### config.mk
export PLATFORM = sky130hd
export DESIGN_NAME = sccb_target
export DESIGN_NICKNAME = d
export VERILOG_FILES = /design/src/rtl/cam_sccb_pkg.sv /design/src/rtl/sccb_sync_edge.sv /design/src/rtl/sccb_target.sv
export SDC_FILE = /design/constraint.sdc
export NUM_CORES = 1
export LEC_CHECK = 0
export BUFFER_PORTS_ARGS = -buffer_cell sky130_fd_sc_hd__buf_2
export CORE_MARGIN = 2
export CORE_UTILIZATION = 55
export DETAILED_ROUTE_END_ITERATION = 10
export PLACE_DENSITY_LB_ADDON = 0.12
export REMOVE_ABC_BUFFERS = 1
export SYNTH_ARGS = -nofsm -noshare
export SYNTH_HDL_FRONTEND = slang
export SYNTH_SLANG_ARGS = --single-unit
export TNS_END_PERCENT = 30
### constraint.sdc
create_clock -name i_clk -period 3.1 [get_ports i_clk]
set_input_delay 0.155 -clock i_clk [delete_from_list [all_inputs] [get_ports i_clk]]
set_output_delay 0.155 -clock i_clk [all_outputs]
set_load 0.005 [all_outputs]
### src/rtl/cam_sccb_pkg.sv
// cam_sccb_pkg: shared state encoding and constants for the SCCB target.
package cam_sccb_pkg;
    typedef enum logic [3:0] {
        ST_IDLE, ST_DEV_ADDR, ST_ACK_DEV, ST_REG_ADDR, ST_ACK_REG,
        ST_WR_DATA, ST_ACK_WR, ST_RD_DATA, ST_RD_ACK, ST_WAIT_STOP
    } state_e;
    localparam logic [7:0] OV7670_SCCB_ADDR = 8'h42;
    localparam int BIT_CNT_W = 4;
endpackage

### src/rtl/sccb_sync_edge.sv
// sccb_sync_edge: synchronizes SIOC/SIOD and flags SCL edges plus START/STOP.
module sccb_sync_edge (
    input  logic i_clk,
    input  logic i_rstn,
    input  logic i_scl,
    input  logic i_sda,
    output logic scl_rise,
    output logic scl_fall,
    output logic start_det,
    output logic stop_det,
    output logic sda_s
);
    logic [2:0] scl_q, sda_q;
    // Reset to the idle-bus level so leaving reset never fakes an edge.
    always_ff @(posedge i_clk or negedge i_rstn) begin
        if (!i_rstn) begin
            scl_q <= '1;
            sda_q <= '1;
        end else begin
            scl_q <= {scl_q[1:0], i_scl};
            sda_q <= {sda_q[1:0], i_sda};
        end
    end
    assign sda_s     = sda_q[1];
    assign scl_rise  = scl_q[1] & ~scl_q[2];
    assign scl_fall  = ~scl_q[1] & scl_q[2];
    assign start_det = scl_q[1] & scl_q[2] & sda_q[2] & ~sda_q[1];
    assign stop_det  = scl_q[1] & scl_q[2] & ~sda_q[2] & sda_q[1];
endmodule

### src/rtl/sccb_target.sv
// sccb_target: SCCB/I2C responder exposing bus writes and reads to a register bank.
module sccb_target
    import cam_sccb_pkg::*;
#(
    parameter int         CLK_F    = 27_000_000,
    parameter logic [7:0] DEV_ADDR = OV7670_SCCB_ADDR,
    parameter int         AUTO_INC = 1
) (
    input  logic       i_clk,
    input  logic       i_rstn,
    input  logic       i_scl,
    input  logic       i_sda,
    output logic       o_sda_oe,
    output logic       o_wr_valid,
    output logic [7:0] o_wr_addr,
    output logic [7:0] o_wr_data,
    output logic [7:0] o_rd_addr,
    input  logic [7:0] i_rd_data,
    output logic       o_busy
);
    logic scl_rise, scl_fall, start_det, stop_det, sda_s;
    sccb_sync_edge u_sync (
        .i_clk    (i_clk),
        .i_rstn   (i_rstn),
        .i_scl    (i_scl),
        .i_sda    (i_sda),
        .scl_rise (scl_rise),
        .scl_fall (scl_fall),
        .start_det(start_det),
        .stop_det (stop_det),
        .sda_s    (sda_s)
    );
    state_e               state_q, state_d;
    logic [BIT_CNT_W-1:0] cnt_q, cnt_d;
    logic [7:0]           shift_q, shift_d, ptr_q, ptr_d, wr_addr_q, wr_addr_d, wr_data_q, wr_data_d;
    logic                 oe_q, oe_d, wr_valid_q, wr_valid_d, busy_q, busy_d, rw_q, rw_d;
    logic                 shifting, byte_done;
    logic [7:0]           ptr_inc;
    assign shifting  = state_q inside {ST_DEV_ADDR, ST_REG_ADDR, ST_WR_DATA};
    assign byte_done = cnt_q == BIT_CNT_W'(8);
    assign ptr_inc   = ptr_q + ((AUTO_INC != 0) ? 8'd1 : 8'd0);
    always_comb begin
        state_d    = state_q;
        cnt_d      = cnt_q;
        shift_d    = shift_q;
        ptr_d      = ptr_q;
        oe_d       = oe_q;
        wr_valid_d = 1'b0;
        wr_addr_d  = wr_addr_q;
        wr_data_d  = wr_data_q;
        busy_d     = busy_q;
        rw_d       = rw_q;
        if (stop_det) begin
            state_d = ST_IDLE;
            oe_d    = 1'b0;
            busy_d  = 1'b0;
            cnt_d   = '0;
        end else if (start_det) begin
            state_d = ST_DEV_ADDR;
            oe_d    = 1'b0;
            busy_d  = 1'b1;
            cnt_d   = '0;
        end else if (scl_rise) begin
            if (shifting && !byte_done) begin
                shift_d = {shift_q[6:0], sda_s};
                cnt_d   = cnt_q + BIT_CNT_W'(1);
            end else if (state_q == ST_RD_ACK) begin
                state_d = sda_s ? ST_WAIT_STOP : state_q;
                ptr_d   = sda_s ? ptr_q : ptr_inc;
                cnt_d   = sda_s ? cnt_q : BIT_CNT_W'(1);
            end
        end else if (scl_fall) begin
            case (state_q)
                ST_DEV_ADDR: if (byte_done) begin
                    cnt_d   = '0;
                    rw_d    = shift_q[0];
                    oe_d    = shift_q[7:1] == DEV_ADDR[7:1];
                    state_d = oe_d ? ST_ACK_DEV : ST_WAIT_STOP;
                end
                ST_REG_ADDR: if (byte_done) begin
                    cnt_d   = '0;
                    ptr_d   = shift_q;
                    oe_d    = 1'b1;
                    state_d = ST_ACK_REG;
                end
                ST_WR_DATA: if (byte_done) begin
                    cnt_d      = '0;
                    wr_valid_d = 1'b1;
                    wr_addr_d  = ptr_q;
                    wr_data_d  = shift_q;
                    ptr_d      = ptr_inc;
                    oe_d       = 1'b1;
                    state_d    = ST_ACK_WR;
                end
                ST_ACK_REG, ST_ACK_WR: begin
                    oe_d    = 1'b0;
                    state_d = ST_WR_DATA;
                end
                ST_ACK_DEV, ST_RD_ACK: if (state_q == ST_ACK_DEV ? rw_q : cnt_q == BIT_CNT_W'(1)) begin
                    shift_d = i_rd_data;
                    oe_d    = ~i_rd_data[7];
                    cnt_d   = BIT_CNT_W'(1);
                    state_d = ST_RD_DATA;
                end else if (state_q == ST_ACK_DEV) begin
                    oe_d    = 1'b0;
                    state_d = ST_REG_ADDR;
                end
                ST_RD_DATA: if (byte_done) begin
                    oe_d    = 1'b0;
                    cnt_d   = '0;
                    state_d = ST_RD_ACK;
                end else begin
                    shift_d = {shift_q[6:0], 1'b0};
                    oe_d    = ~shift_q[6];
                    cnt_d   = cnt_q + BIT_CNT_W'(1);
                end
                default: ;
            endcase
        end
    end
    always_ff @(posedge i_clk or negedge i_rstn) begin
        if (!i_rstn) begin
            state_q    <= ST_IDLE;
            cnt_q      <= '0;
            shift_q    <= '0;
            ptr_q      <= '0;
            oe_q       <= 1'b0;
            wr_valid_q <= 1'b0;
            wr_addr_q  <= '0;
            wr_data_q  <= '0;
            busy_q     <= 1'b0;
            rw_q       <= 1'b0;
        end else begin
            state_q    <= state_d;
            cnt_q      <= cnt_d;
            shift_q    <= shift_d;
            ptr_q      <= ptr_d;
            oe_q       <= oe_d;
            wr_valid_q <= wr_valid_d;
            wr_addr_q  <= wr_addr_d;
            wr_data_q  <= wr_data_d;
            busy_q     <= busy_d;
            rw_q       <= rw_d;
        end
    end
    assign o_sda_oe   = oe_q;
    assign o_wr_valid = wr_valid_q;
    assign o_wr_addr  = wr_addr_q;
    assign o_wr_data  = wr_data_q;
    assign o_rd_addr  = ptr_q;
    assign o_busy     = busy_q;
    a_clk_f: assert property (@(posedge i_clk) CLK_F >= 16);
endmodule
-- After elaboration in Yosys (flattened, before gate mapping)
Index checks and enable logic that the tools add are counted.
- $add $sub $neg: 2
- equal/unequal tests: 35
- multiplexer cells: 59
- bitwise gates (word level): 16
- reductions and logical operators: 23
- operator list (operator ; number):
    $mux 4 ; 24
    $mux 8 ; 12
    $ne 5x5->1 const B ; 7
    $pmux 8 s2 ; 2
    $pmux 4 s6 ; 1
    $reduce_and 6->1 ; 4
    $mux 1 ; 18
    $eq 4x3->1 const B ; 4
    $ne 3x3->1 const B ; 4
    $ne 4x1->1 const B ; 3
    $pmux 4 s3 ; 1
    $reduce_bool 3->1 ; 4
    $ne 5x1->1 const B ; 2
    $reduce_and 10->1 ; 1
    $not 1->1 ; 9
    $reduce_and 9->1 ; 1
    $reduce_bool 9->1 ; 1
    $add 8x1->8 const B ; 1
    $eq 4x1->1 const B ; 2
    $eq 4x2->1 const B ; 2
    $eq 4x4->1 const B ; 2
    $ne 4x4->1 const B ; 2
    $and 1x1->1 ; 7
    $eq 7x6->1 const B ; 1
    other kinds (15) ; 20
- register bits: 50
- output and inout bits: 27
- word-level logic and storage cells: 147

-- Logic depth before layout (Yosys ltp)
Gate-level depths: netlist of run 1.
- depth after elaboration: 8
- depth in mapped cells: 8

-- Cells and area by module
Synthesis of run 1 repeated with hierarchy kept, for this count alone.
- cell total of the unflattened synthesis: 244
- area total of the unflattened synthesis: 2715.1 um2
- modules (own cells, without submodules) (module ; instances ; cells an instance ; area each (um2) ; sequential area each (um2)):
    sccb_target ; 1 ; 234 ; 2524.9 ; 1101.1
    sccb_sync_edge ; 1 ; 10 ; 190.2 ; 157.7

-- Worst setup path after synthesis of run 1
Ideal clock, no wire load.
- path kind: reg2reg
- start point: register u_sync.scl_q[2]
- end point: register state_q[0]
- setup time: 0.125 ns
- arrival: 1.946 ns
- required time: 2.975 ns
- path slack: 1.030 ns
- stages on the path, launching flop included: 7
- path buffers: 0
- cell sequence: dfstp_2 > inv_1 > ha_1 > clkinv_1 > nand2_1 > o32ai_1 > mux2_2
- longest elaborated chain between the ends: 5
- ends and longest elaborated chain (element ; line ; RTL):
    start: declaration ; sccb_sync_edge.sv:13 ; logic [2:0] scl_q, sda_q;
    start signal: assignment ; sccb_sync_edge.sv:20 ; scl_q <= {scl_q[1:0], i_scl};
    $and 1x1->1 or $not 1->1 (tied branches) ; sccb_sync_edge.sv:27, sccb_sync_edge.sv:28, sccb_sync_edge.sv:25 ;
    $and 1x1->1, on equally long branches ; sccb_sync_edge.sv:27, sccb_sync_edge.sv:25, sccb_sync_edge.sv:28 ;
    $and 1x1->1, or another cell as far along ; sccb_sync_edge.sv:27 ; assign start_det = scl_q[1] & scl_q[2] & sda_q[2] & ~sda_q[1];
    $ne 6x6->1 (no source line), or another cell as far along ; n/a ;
    $reduce_and 10->1 (no source line) or $mux 4 (tied branches) ; n/a ;
    end signal: assignment ; sccb_target.sv:134 ; state_q <= state_d;
    end: declaration ; sccb_target.sv:33 ; state_e state_q, state_d;
Parallel ways exist; a longest one is shown, timed or not.
A chain may end at the register's enable or synchronous reset.

-- Final worst setup path of run 1
- start point: register u_sync.scl_q[1]
- end point: register ptr_q[4], in the netlist o_rd_addr[4]
- longest elaborated chain between the ends: 5
- ends and longest elaborated chain (element ; line ; RTL):
    $and 1x1->1 ; sccb_sync_edge.sv:27, sccb_sync_edge.sv:28 ;
    $and 1x1->1, on equally long branches (2 in series) ; sccb_sync_edge.sv:28, sccb_sync_edge.sv:27 ;
    $not 1->1 (no source line) ; n/a ;
    $reduce_and 9->1 (no source line) ; n/a ;
    end signal: assignment ; sccb_target.sv:137 ; ptr_q <= ptr_d;
    end: declaration ; sccb_target.sv:35 ; logic [7:0] shift_q, shift_d, ptr_q, ptr_d, wr_addr_q, wr_addr_d, wr_data_q, wr_data_d;
Parallel ways exist; a longest one is shown, timed or not.

==> implementation parameters, run 1 <==
Parameter                              Value

Job
  Max-capacitance violation count ... 0

Cells and area
  Proportion of layout cells with a drive suffix above 1 ... 31.4%
  Most used cells in the layout excluding fill and tap cells ... sky130_fd_sc_hd__dfrtp_1, sky130_fd_sc_hd__buf_2, sky130_fd_sc_hd__mux2_2, sky130_fd_sc_hd__nand2_1, sky130_fd_sc_hd__a21oi_1
  Area growth from synthesis to final layout ... 13.3%
  Count of antenna diodes in the layout ... 0
  Leading cell type in the layout, fill and taps excluded ... sky130_fd_sc_hd__dfrtp_1
  Number of nets in the final layout ... 324

GRT
  Overflow after GRT ... 0
  Wire length of the first global-routing pass ... 9360 µm
  Antenna violations before repair ... 0
  Total global-route track usage ... 21.7%
  Maximum number of pins on one net before global-route repair ... 35
  Vias in the first global route ... 1,925

STA
  RSZ-0062 raised after global routing ... false
  Hold Vio Cnt, Final ... 0
  Fin Clk Skew ... 0.00912 ns
  Worst path setup slack after routing ... 0.491 ns
  Maximum clock frequency ... 0.383 GHz
  Remaining max-slew budget at the tightest pin ... 48.1%
  Actual slew at the worst max-slew pin ... 0.775 ns
  Final-layout setup total negative slack ... 0 ns
  Number of max-slew violations in the final report ... 0
  Period utilisation layout ... 84.2%
  Min Tclk post-route ... 2.61 ns
  Tightest hold margin ... 0.188 ns
  # setup viols final ... 0

Floorplan
  Horizontal extent of the die ... 75.1 µm
  Die height ... 75.1 µm
  I/O pin total ... 39
  Effective utilization at floorplan ... 57.8%
  Number of core rows ... 25
  Core area ... 0.00482 mm²
  Die Area ... 0.00565 mm²

Clocking
  TritonCTS clock tree ... yes
  Number of clock sinks ... 50
  Clock Latency Late Sink ... 0.30 ns
  Clock slew seen by the registers of the worst setup and hold paths ... 0.09 ns
  Max H-tree Level ... 2
  Bufs on Longest Clock Path ... 2
  CTS buffer count ... 5
  Clock tree root buffer cell ... sky130_fd_sc_hd__clkbuf_8
  Post-CTS resize count ... 0

Status
  Status ... complete, no violations

Yosys
  Count of unique library cells instantiated by Yosys ... 57
  Average size of a mapped cell ... 10.5 µm²
  Synthesis Warnings ... 0
  Proportion of register bits with asynchronous set or reset after synthesis ... 100%
  Sequential cell area fraction in the yosys report ... 45.2%
  Synthesized instance count ... 264
  Post-synth EDFFs ... 0
  Number of flip-flops and latches in the synthesized netlist ... 50
  Prevailing post-synth register cell ... sky130_fd_sc_hd__dfrtp_1
  Synth Cell Area ... 0.00278 mm²

Placed design
  Placer congestion estimate ... 0.907
  Detailed Place HPWL ... 4260 µm
  Port bufs ... 38
  Worst slack at placement ... 0.573 ns

Critical path
  Maximum fanout encountered on the critical timing path ... 14
  Kind of capture point of the worst setup path ... flop
  Setup crit start kind ... flop
  Data arrival time of the critical path ... 2.83 ns
  Kind of critical path ... reg2reg
  Worst EP required ... 3.32 ns

Route
  Detailed-route wire length per cell ... 15.5 µm
  DR DRC count ... 0
  Drt total wl ... 5790 µm
  Pre-antenna DRT Iters ... 6
  Post-DR vias/cell ... 5.91
  ANT nets after route ... 0
  Via count of the routed design ... 2,204
  DRC violation total after the first TritonRoute iteration ... 213

Pwr
  Leak ... 1.50 nW
  Highest ir drop seen on vdd ... 0.427 mV
  Pwr/cell area ... 640 mW/mm²

Worst hold path
  Classification of the worst-slack hold path ... in2reg
-- Yosys cell counts (all sizes together), types with 2 or more instances --
master   number  share of area (%)
dfrtp        44                 40
mux2         31                 13
a21oi        16                2.9
nand2        16                2.2
inv          14                1.9
o21ai        13                2.7
nand3        12                2.2
buf           9                1.6
nor2          8                1.3
nor2b         8                1.8
ha            7                3.1
dfstp         6                5.7
nor3          6                1.4
a22oi         5                1.3
and3          5                1.1
mux2i         5                1.8
o22ai         5                1.1
a31oi         4               0.90
nand2b        4               0.90
o32ai         4                1.5
clkbuf        3               0.40
nand3b        3               0.81
a2bb2oi       2               0.63
a32o          2               0.72
nand4         2               0.99
nor3b         2               0.54
nor4b         2               0.63
xnor2         2               0.63
-- what timing repair did --
item | 4_1_cts | 5_1_grt
hold buffers | 3 | 0
hold endpoints to repair | 35 | 0
buffers inserted | 0 | 0
-- per-layer routing --
layer | wire length (µm) | track usage [%] | vias up | share of wire (%)
li1 | - | - | 1050 | -
met1 | 2830 | 33.2 | 1061 | 49
met2 | 2550 | 30.8 | 85 | 44
met3 | 349 | 5.22 | 8 | 6.0
met4 | 66 | 6.24 | 0 | 1.1
met5 | 0 | 0 | - | 0
-- stage by stage --
| stage | total power, mW | std cells | utilization (%) | instance area [µm²] |
|---|---|---|---|---|
| final | 2.02 | 373 | 65.5 | 3160 |
| after floorplan | 1.40 | 252 | - | 2730 |
| after detailed placement | 1.66 | 362 | 63.1 | 3040 |
| after CTS | 2.03 | 373 | 65.5 | 3160 |
| after global placement | 1.65 | 362 | 63.1 | 3040 |
| after global routing | 2.16 | 373 | 65.5 | 3160 |
-- cell type report --
| cell class | instances | area (µm²) |
|---|---|---|
| clock buffer | 6 | 72.6 |
| clock inverter | 2 | 13.8 |
| fill | 401 | 1660 |
| inverter | 15 | 56.3 |
| multi-input combinational | 187 | 1410 |
| sequential | 50 | 1260 |
| tap | 67 | 83.8 |
| timing repair buffer | 46 | 258 |
-- critical path, stage by stage, from the launching register on --
cell                       delay, ns
sky130_fd_sc_hd__dfstp_2        0.56
sky130_fd_sc_hd__ha_1           0.53
sky130_fd_sc_hd__clkinv_1       0.41
sky130_fd_sc_hd__nor3_2         0.29
sky130_fd_sc_hd__o21a_1         0.41
sky130_fd_sc_hd__o21ai_0        0.16
sky130_fd_sc_hd__a22oi_1        0.16
-- flip-flops by register name, summed over array words and instances (netlist names) --
signal        count
cnt_q             4
rw_q              1
o_busy            1
o_rd_addr         8
u_sync.sda_q      3
shift_q           8
o_wr_addr         8
o_sda_oe          1
o_wr_valid        1
state_q           4
o_wr_data         8
u_sync.scl_q      3
-- where the power goes --
part	internal [mW]	switching, mW
Combinational	0.327	0.369
Clock	0.159	0.202
Sequential	0.785	0.178
Total	1.27	0.749
-- logic make-up after synthesis --
kind of cell,share of synthesized area [%]
adder cells (fa/ha/maj),3.15
buffers and inverters,4.04
multiplexers,14.3
AO/OA/AOI/OAI,16.5
flip-flops,45.2
AND/OR/NAND/NOR,15.9
XOR/XNOR,0.944
-- path summary, 6_finish.rpt --
path                                  from               to  cells after the start  slack [ns]
max in group asynchronous           i_rstn  u_sync.scl_q[1]                      3        1.88
max                        u_sync.scl_q[1]     o_rd_addr[4]                      6        0.49
max reg2reg                u_sync.scl_q[1]     o_rd_addr[4]                      6        0.49
min                           i_rd_data[6]       shift_q[6]                      3        0.19
min in group asynchronous           i_rstn       state_q[2]                      2        0.46
min reg2reg                u_sync.scl_q[0]  u_sync.scl_q[1]                      0        0.36
(Power assumes the default switching activity.)
==> inputs of run 2 (changes only) <==
clock period = 2.5 ns   (was 3.1 ns; I/O delays follow)
==> implementation parameters, run 2 (synthesis gave the netlist of run 1 again) <==
Parameter                              Value

Cells and area
  Area growth from synthesis to final layout ... 16.2%
  Count of non-filler cells in the finished layout ... 382
  Count of antenna diodes in the layout ... 0
  Number of nets in the final layout ... 333
  Core utilization of the finished layout ... 67.2%
  Proportion of layout cells with a drive suffix above 1 ... 33.7%
  Filler Cell Count ... 397
  Most used cells in the layout excluding fill and tap cells ... sky130_fd_sc_hd__dfrtp_1, sky130_fd_sc_hd__buf_2, sky130_fd_sc_hd__mux2_2, sky130_fd_sc_hd__nand2_1, sky130_fd_sc_hd__a21oi_1
  Leading cell type in the layout, fill and taps excluded ... sky130_fd_sc_hd__dfrtp_1

Critical path
  Data arrival time of the critical path ... 2.51 ns
  RR Endpoint ... shift_q[7]
  Crit path launch ... cnt_q[0]
  Setup crit start kind ... flop
  Chain of cells forming the critical path ... inv_1 > ha_1 > nand3b_1 > a221oi_1 > nor3_2 > o21ai_4 > mux2_2
  Number of cells on the worst reg-to-reg path ... 7
  Master of the slowest instance on the critical path ... sky130_fd_sc_hd__a221oi_1
  Max incr delay on CP ... 0.45 ns
  Flop-to-flop setup slack ... 0.18 ns
  Maximum fanout encountered on the critical timing path ... 9
  Worst EP required ... 2.70 ns
  Worst R2R Start ... cnt_q[0]
  Kind of critical path ... reg2reg
  Kind of capture point of the worst setup path ... flop

Worst hold path
  Number of stages on the worst hold path ... 3
  Classification of the worst-slack hold path ... in2reg
  Startpoint of the tightest hold check path ... i_rd_data[6]
  Endpoint, Worst Hold ... shift_q[6]

STA
  Remaining max-slew budget at the tightest pin ... 56.9%
  RSZ-0062 raised after global routing ... false
  Hold Vio Cnt, Final ... 0
  Worst path setup slack after routing ... 0.183 ns
  # setup viols final ... 0
  Fin Clk Skew ... 0.0156 ns
  Number of max-slew violations in the final report ... 0
  Final-layout setup total negative slack ... 0 ns
  Maximum clock frequency ... 0.432 GHz
  Actual slew at the worst max-slew pin ... 0.647 ns
  Period utilisation layout ... 92.7%
  Min Tclk post-route ... 2.32 ns

Route
  Via count of the routed design ... 2,226
  ANT nets after route ... 0
  Post-DR vias/cell ... 5.83
  Drt total wl ... 6130 µm
  DRC violation total after the first TritonRoute iteration ... 250
  Detailed-route wire length per cell ... 16.0 µm
  Pre-antenna DRT Iters ... 4
  DR DRC count ... 0

Clocking
  Clock Latency Late Sink ... 0.31 ns
  Max H-tree Level ... 2
  Bufs on Longest Clock Path ... 2
  Clock slew seen by the registers of the worst setup and hold paths ... 0.09 ns
  Clock tree root buffer cell ... sky130_fd_sc_hd__clkbuf_8
  Post CTS Setup Buffer Count ... 0
  Number of clock sinks ... 50
  TritonCTS clock tree ... yes
  CTS buffer count ... 5

GRT
  Overflow after GRT ... 0
  Vias in the first global route ... 2,051
  Maximum number of pins on one net before global-route repair ... 31
  Total global-route track usage ... 23.4%
  Antenna violations before repair ... 0
  Wire length of the first global-routing pass ... 10,100 µm

Pwr
  Part of the total power dissipated in sequential elements ... 45.6%
  Pwr/cell area ... 808 mW/mm²
  Clock power share ... 19.2%
  Switching Fraction ... 37.3%
  Power share of the combinational group ... 35.2%
  Internal power component ... 1.64 mW
  Sw Pwr ... 974 µW
  Highest ir drop seen on vdd ... 0.604 mV
  Leak ... 1.55 nW

Status
  Status ... complete, no violations

Floorplan
  Number of core rows ... 25
  Effective utilization at floorplan ... 57.8%
  Horizontal extent of the die ... 75.1 µm
  Die height ... 75.1 µm
  I/O pin total ... 39
  Core area ... 0.00482 mm²
  Die Area ... 0.00565 mm²

Placed design
  Placer congestion estimate ... 0.861
  Detailed Place HPWL ... 4560 µm
  Count of placed standard cells including taps ... 371
  Port bufs ... 38
  Worst slack at placement ... 0.192 ns

Job
  Max-capacitance violation count ... 0
## run 2: repair_timing
action | CTS | global route
endpoints found under the hold margin | 30 | 0
resized for setup | 0 | 0
hold buffers | 3 | 0
## run 2: final cells by class
type                       instances  area, µm²  area share, %
timing repair buffer              55        325           10.1
sequential                        50       1260           38.9
inverter                          15       56.3           1.74
tap                               67       83.8           2.59
clock inverter                     2       16.3          0.503
clock buffer                       6       82.6           2.55
multi-input combinational        187       1410           43.7
## run 2: power by group through the flow
stage / sequential (mW) / clock, mW / combinational, mW
floorplan: 1.19 / 0 / 0.552
global placement: 1.21 / 0 / 0.904
detailed placement: 1.20 / 0 / 0.905
CTS: 1.19 / 0.513 / 0.913
global route: 1.23 / 0.547 / 1.03
finish: 1.19 / 0.502 / 0.919
## run 2: worst max path at each step
stage                     slack [ns]            to
after floorplan                 0.31    state_q[0]
after global placement          0.20    shift_q[0]
after detailed placement        0.19    shift_q[2]
after CTS                       0.18    shift_q[7]
after global routing           0.003  o_rd_addr[2]
final                           0.18    shift_q[7]
## run 2: stage by stage
step                      area [µm²]  hold WS (ns)  total power, mW
after global placement          3110         0.191             2.11
after detailed placement        3110         0.198             2.11
after CTS                       3240         0.113             2.62
after global routing            3240         0.177             2.81
final                           3240         0.112             2.61
after floorplan                 2730        -0.171             1.74
## run 2: per-layer routing
layer | wire (µm) | global-route usage, % | up-vias
met4 | 86 | 6.24 | 0
met2 | 2710 | 35.1 | 93
met3 | 404 | 4.55 | 8
li1 | - | - | 1072
met1 | 2930 | 35.0 | 1053
met5 | 0 | 0 | -
## run 2: critical path, delay by kind of cell (launching register included)
family | cells | cell delay [ns]
and+or+nand+nor | 2 | 0.37
DFF | 1 | 0.42
AOI/OAI and AO/OA | 2 | 0.75
muxes | 1 | 0.37
adders and majority gates | 1 | 0.18
buffers and inverters | 1 | 0.12
